$ cat src/rtl/seq_pattern_tx.sv
// Serial pattern transmitter: shifts a latched pattern out MSB-first, with optional
// repetition, an idle gap between frames, sticky STOP handling and a DONE pulse.
module seq_pattern_tx #(
  parameter int W   = 8,
  parameter int LW  = 4,
  parameter int RW  = 4,
  parameter int GAP = 2
) (
  input  logic          clk,
  input  logic          rst_n,
  input  logic          start,
  input  logic [W-1:0]  pat,
  input  logic [LW-1:0] len,
  input  logic [RW-1:0] reps,
  input  logic          stop,
  output logic          sout,
  output logic          valid,
  output logic          first,
  output logic          busy,
  output logic          done
);

  localparam int GW = (GAP > 1) ? $clog2(GAP) : 1;
  localparam logic [LW:0] WMAX = (LW + 1)'(W);

  typedef enum logic [1:0] {IDLE, SEND, GAPW, FIN} state_t;

  state_t        state_reg, state_next;
  logic [W-1:0]  pat_reg, pat_next;
  logic [LW-1:0] len_reg, len_next;
  logic [RW-1:0] reps_reg, reps_next;
  logic [LW-1:0] idx_reg, idx_next;
  logic [RW-1:0] cnt_reg, cnt_next;
  logic [GW-1:0] gap_reg, gap_next;
  logic          stop_reg, stop_next;

  logic sout_reg, sout_next;
  logic valid_reg, valid_next;
  logic first_reg, first_next;
  logic busy_reg, busy_next;
  logic done_reg, done_next;

  logic          len_ok;
  logic          last_frame;
  logic [W-1:0]  shifted;

  assign len_ok = (len != '0) && ({1'b0, len} <= WMAX);

  always_ff @(posedge clk or negedge rst_n) begin
    if (!rst_n) begin
      state_reg <= IDLE;
      pat_reg   <= '0;
      len_reg   <= '0;
      reps_reg  <= '0;
      idx_reg   <= '0;
      cnt_reg   <= '0;
      gap_reg   <= '0;
      stop_reg  <= 1'b0;
      sout_reg  <= 1'b0;
      valid_reg <= 1'b0;
      first_reg <= 1'b0;
      busy_reg  <= 1'b0;
      done_reg  <= 1'b0;
    end else begin
      state_reg <= state_next;
      pat_reg   <= pat_next;
      len_reg   <= len_next;
      reps_reg  <= reps_next;
      idx_reg   <= idx_next;
      cnt_reg   <= cnt_next;
      gap_reg   <= gap_next;
      stop_reg  <= stop_next;
      sout_reg  <= sout_next;
      valid_reg <= valid_next;
      first_reg <= first_next;
      busy_reg  <= busy_next;
      done_reg  <= done_next;
    end
  end

  always_comb begin
    state_next = state_reg;
    pat_next   = pat_reg;
    len_next   = len_reg;
    reps_next  = reps_reg;
    idx_next   = idx_reg;
    cnt_next   = cnt_reg;
    gap_next   = gap_reg;
    stop_next  = stop_reg;
    last_frame = 1'b0;

    case (state_reg)
      IDLE: begin
        stop_next = 1'b0;
        if (start && len_ok) begin
          pat_next   = pat;
          len_next   = len;
          reps_next  = reps;
          idx_next   = LW'(len - LW'(1));
          cnt_next   = '0;
          state_next = SEND;
        end
      end
      SEND: begin
        if (stop) stop_next = 1'b1;
        if (idx_reg == '0) begin
          cnt_next   = cnt_reg + RW'(1);
          last_frame = (reps_reg != '0) && (cnt_next == reps_reg);
          // The live stop input counts too, so a STOP on the last bit ends here.
          if (last_frame || stop_reg || stop) begin
            state_next = FIN;
          end else if (GAP == 0) begin
            idx_next = LW'(len_reg - LW'(1));
          end else begin
            gap_next   = GW'(GAP - 1);
            state_next = GAPW;
          end
        end else begin
          idx_next = idx_reg - LW'(1);
        end
      end
      GAPW: begin
        if (stop) begin
          stop_next  = 1'b1;
          state_next = FIN;
        end else if (gap_reg == '0) begin
          idx_next   = LW'(len_reg - LW'(1));
          state_next = SEND;
        end else begin
          gap_next = gap_reg - GW'(1);
        end
      end
      default: begin
        state_next = IDLE;
      end
    endcase

    // Outputs are registered: derive them from the state being entered.
    shifted    = pat_next >> idx_next;
    valid_next = (state_next == SEND);
    sout_next  = valid_next & shifted[0];
    first_next = valid_next && (idx_next == LW'(len_next - LW'(1)));
    busy_next  = (state_next == SEND) || (state_next == GAPW);
    done_next  = (state_next == FIN);
  end

  assign sout  = sout_reg;
  assign valid = valid_reg;
  assign first = first_reg;
  assign busy  = busy_reg;
  assign done  = done_reg;

endmodule

$ cat config.mk
export PLATFORM = sky130hd
export DESIGN_NAME = seq_pattern_tx
export DESIGN_NICKNAME = d
export VERILOG_FILES = /design/src/rtl/seq_pattern_tx.sv
export SDC_FILE = /design/constraint.sdc
export NUM_CORES = 1
export LEC_CHECK = 0
export ABC_AREA = 1
export CAP_MARGIN = 20
export CORE_MARGIN = 10
export CORE_UTILIZATION = 60
export DETAILED_ROUTE_END_ITERATION = 10
export PLACE_DENSITY_LB_ADDON = 0.3
export SYNTH_ARGS = -nofsm -noshare
export SYNTH_HDL_FRONTEND = slang
export SYNTH_SLANG_ARGS = --single-unit
$ cat constraint.sdc
create_clock -name clk -period 3.3 [get_ports clk]
set_clock_uncertainty 0.05 [all_clocks]
set_input_delay 0.66 -clock clk [delete_from_list [all_inputs] [get_ports clk]]
set_output_delay 0.66 -clock clk [all_outputs]
set_load 0.005 [all_outputs]
==> impl_metrics.json <==
{
  "status": "completed",
  "path_cells": "clkdlybuf4s50_1 -> inv_1 -> ha_1 -> nand2_1 -> nand2_2 -> nand3_4 -> nand2_2 -> a32oi_1 -> inv_1 -> a21oi_1 -> inv_1 -> ha_1 -> nand2_1 -> nor2_1 -> nand2_1 -> nor2_1",
  "r2r-end": "first$_DFF_PN0_",
  "cts_tree": "done",
  "io-pin-count": 25,
  "ys_seq_area_share_pct": 39.1,
  "timing.rr.start": "cnt_reg[0]$_DFFE_PN0P_",
  "dp_hpwl_mm": 3.87,
  "routed_wl_mm": 4.90,
  "synth.cell_area_um2": 2110,
  "nNetsFinal": 354,
  "track_usage_pct": 17.0,
  "clkSinkCount": 33,
  "critPathLaunchType": "input port",
  "detail_route.wl_per_cell_um": 13.2,
  "worst_slew_pin_slew_ns": 0.409,
  "post_cts_buffers": 0,
  "max_freq_ghz": 0.378,
  "clkSlewWorstSetupHoldPaths_ns": 0.11,
  "cts_max_level": 2,
  "pwr-share-comb_pct": 57.8,
  "n_fill_cell": 302,
  "die-area_um2": 6290,
  "synth_edf_count": 0,
  "worst_setup_path_end_kind": "register",
  "placed_cells": 362,
  "hold_violations": 0,
  "syn-instance-count": 293,
  "rsz0062_at_grt": "false",
  "dp_slack_ns": 0.308,
  "antenna_found_initial": 0,
  "p_switching_mw": 1.06,
  "fin_crit_ns": 2.65,
  "cts_buffers": 5,
  "synth_nets": 324,
  "setup_viol": 0,
  "largest_reg_flops": 8,
  "r2r_slack_ns": 0.89,
  "ys_warn_count": 0,
  "pwr_density_cell_nw_per_um2": 914,
  "min-delay-start": "pat_reg[7]$_DFF_PN0_",
  "multi_input_area_um2": 1120,
  "io_buffers": 24,
  "synth_cell_type_count": 31,
  "finalMaxSlewViolations": 0,
  "grt_max_degree": 34,
  "async_flop_share_pct": 100,
  "ctsLongestPathBuffers": 2,
  "hold_end": "pat_reg[7]$_DFF_PN0_",
  "tns_ns": 0,
  "p_clk_share_pct": 11.5,
  "critical_path_class": "input port to register",
  "grt_first_pass_wirelength_mm": 8.60,
  "ctsResizeCount": 0,
  "leakagePower_nw": 1.28,
  "dr.pass1.iters": 4,
  "num_vias": 1884,
  "drcViolationCount": 0,
  "p_int_mw": 1.20,
  "power_mw": 2.26,
  "syn_to_final_growth_pct": 17.0,
  "grt.overflow.total": 0,
  "hp-class": "register to register",
  "die_x_um": 79.3,
  "holdPathStages": 2,
  "worstSkewPairLatency_ns": 0.33,
  "first_global_vias": 1909,
  "cp.required_ns": 3.49,
  "cts_root_buffer": "clkbuf_4",
  "ant_nets": 0,
  "slew_headroom_pct": 72.8,
  "worstPathArrival_ns": 2.84,
  "initial_core_util_pct": 62.7,
  "seqPwrFrac_pct": 30.7,
  "ys.flop_type": "dfrtp_1",
  "gp_congestion": 0.958,
  "diodes": 0,
  "fin_crit_sh_pct": 80.2,
  "drv_cap": 0,
  "postCtsHoldBufs": 0,
  "timing.final.ws_setup_ns": 0.654,
  "crit_slowest_cell": "clkdlybuf4s50_1",
  "max_stage_delay_ns": 0.49,
  "vias_per_cell": 5.09,
  "synth_seq_cells": 33,
  "fin_util_pct": 73.4,
  "crit_fanout": 7,
  "p_sw_share_pct": 46.9,
  "row_count": 21,
  "syn_avg_cell_area_um2": 7.20,
  "core_um2": 3360,
  "die_y_um": 79.3,
  "ir_worst_vdd_mv": 0.476,
  "drive_gt1_share_pct": 7.41,
  "ff2ff_path_depth": 15,
  "layout.cells.non_filler": 370,
  "register_area_um2": 826,
  "drt_iter0_drc": 147
}
-- per-stage QoR --
| stage | cell area [µm²] | hold slack, ns |
|---|---|---|
| detailed placement | 2400 | 0.417 |
| finish | 2470 | 0.436 |
| global route | 2470 | 0.477 |
| CTS | 2470 | 0.442 |
| global placement | 2400 | 0.413 |
| floorplan | 2110 | 0.314 |
-- metal layers --
layer	part of all wire [%]	GRT usage, %
met1	45	20.6
met2	49	28.6
met3	4.5	4.17
met4	1.5	5.56
met5	0	0
-- synthesized netlist by cell type (2+ instances only) --
library cell / count / share of area, %
nand2_1: 112 / 20
dfrtp_1: 33 / 39
inv_1: 33 / 5.9
nand3_1: 24 / 5.7
nor2_1: 20 / 3.6
o21ai_0: 12 / 2.8
ha_1: 11 / 6.5
a21oi_1: 7 / 1.7
nand2_2: 5 / 1.5
o21ai_1: 4 / 0.95
xnor2_1: 4 / 1.7
xor2_1: 3 / 1.2
a31oi_1: 2 / 0.59
a32oi_1: 2 / 0.83
buf_6: 2 / 1.1
inv_2: 2 / 0.36
nand3_2: 2 / 0.95
nand4_1: 2 / 0.59
-- placed cells by master, fill, tap and decap left out, types with 3 or more instances in the layout --
cell type / Yosys / routed
nand3_1: 24 / 24
dfrtp_1: 33 / 33
o21ai_1: 4 / 4
buf_4: 0 / 3
xor2_1: 3 / 3
clkbuf_4: 0 / 5
ha_1: 11 / 11
xnor2_1: 4 / 4
a21oi_1: 7 / 7
clkdlybuf4s50_1: 0 / 24
inv_1: 33 / 33
nor2_1: 20 / 20
nand2_2: 5 / 5
nand2_1: 112 / 112
o21ai_0: 12 / 12
-- critical path: cells and delay by family --
family                   cells  cell delay, ns
AND/OR/NAND/NOR              8            0.61
AO/OA/AOI/OAI                2            0.41
adder cells (fa/ha/maj)      2            0.47
buffers and inverters        4            0.69
-- layout make-up --
| class | instances | area share, % |
|---|---|---|
| flip-flops and latches | 33 | 33.5 |
| multi-input cells | 221 | 45.4 |
| inverters | 35 | 5.32 |
| well taps | 46 | 2.33 |
| clock buffers | 7 | 2.64 |
| clock inverters | 1 | 0.203 |
| repair buffers | 27 | 10.6 |
-- worst max-delay path by stage --
stage               startpoint              end  slack [ns]  cells past startpoint
global route            len[0]   sout$_DFF_PN0_        0.41                     16
global placement        len[0]  first$_DFF_PN0_        0.39                     16
CTS                     len[0]  first$_DFF_PN0_        0.66                     16
floorplan               len[0]  first$_DFF_PN0_        0.98                     11
finish                  len[0]  first$_DFF_PN0_        0.65                     16
detailed placement      len[0]  first$_DFF_PN0_        0.31                     16
-- kinds of logic after synthesis --
| kind of cell | Yosys count | share of synthesized area (%) |
|---|---|---|
| buf+inv | 39 | 7.71 |
| flops | 33 | 39.1 |
| simple gates | 170 | 34.5 |
| fa+ha+maj | 11 | 6.52 |
| compound gates | 33 | 9.25 |
| xor+xnor | 7 | 2.91 |
-- power groups by stage --
stage	clock network (mW)	registers (mW)	logic (mW)
finish	0.259	0.692	1.30
global route	0.281	0.715	1.51
CTS	0.267	0.690	1.30
detailed placement	0	0.699	1.29
global placement	0	0.694	1.27
floorplan	0	0.678	0.956
(Power assumes the default switching activity.)
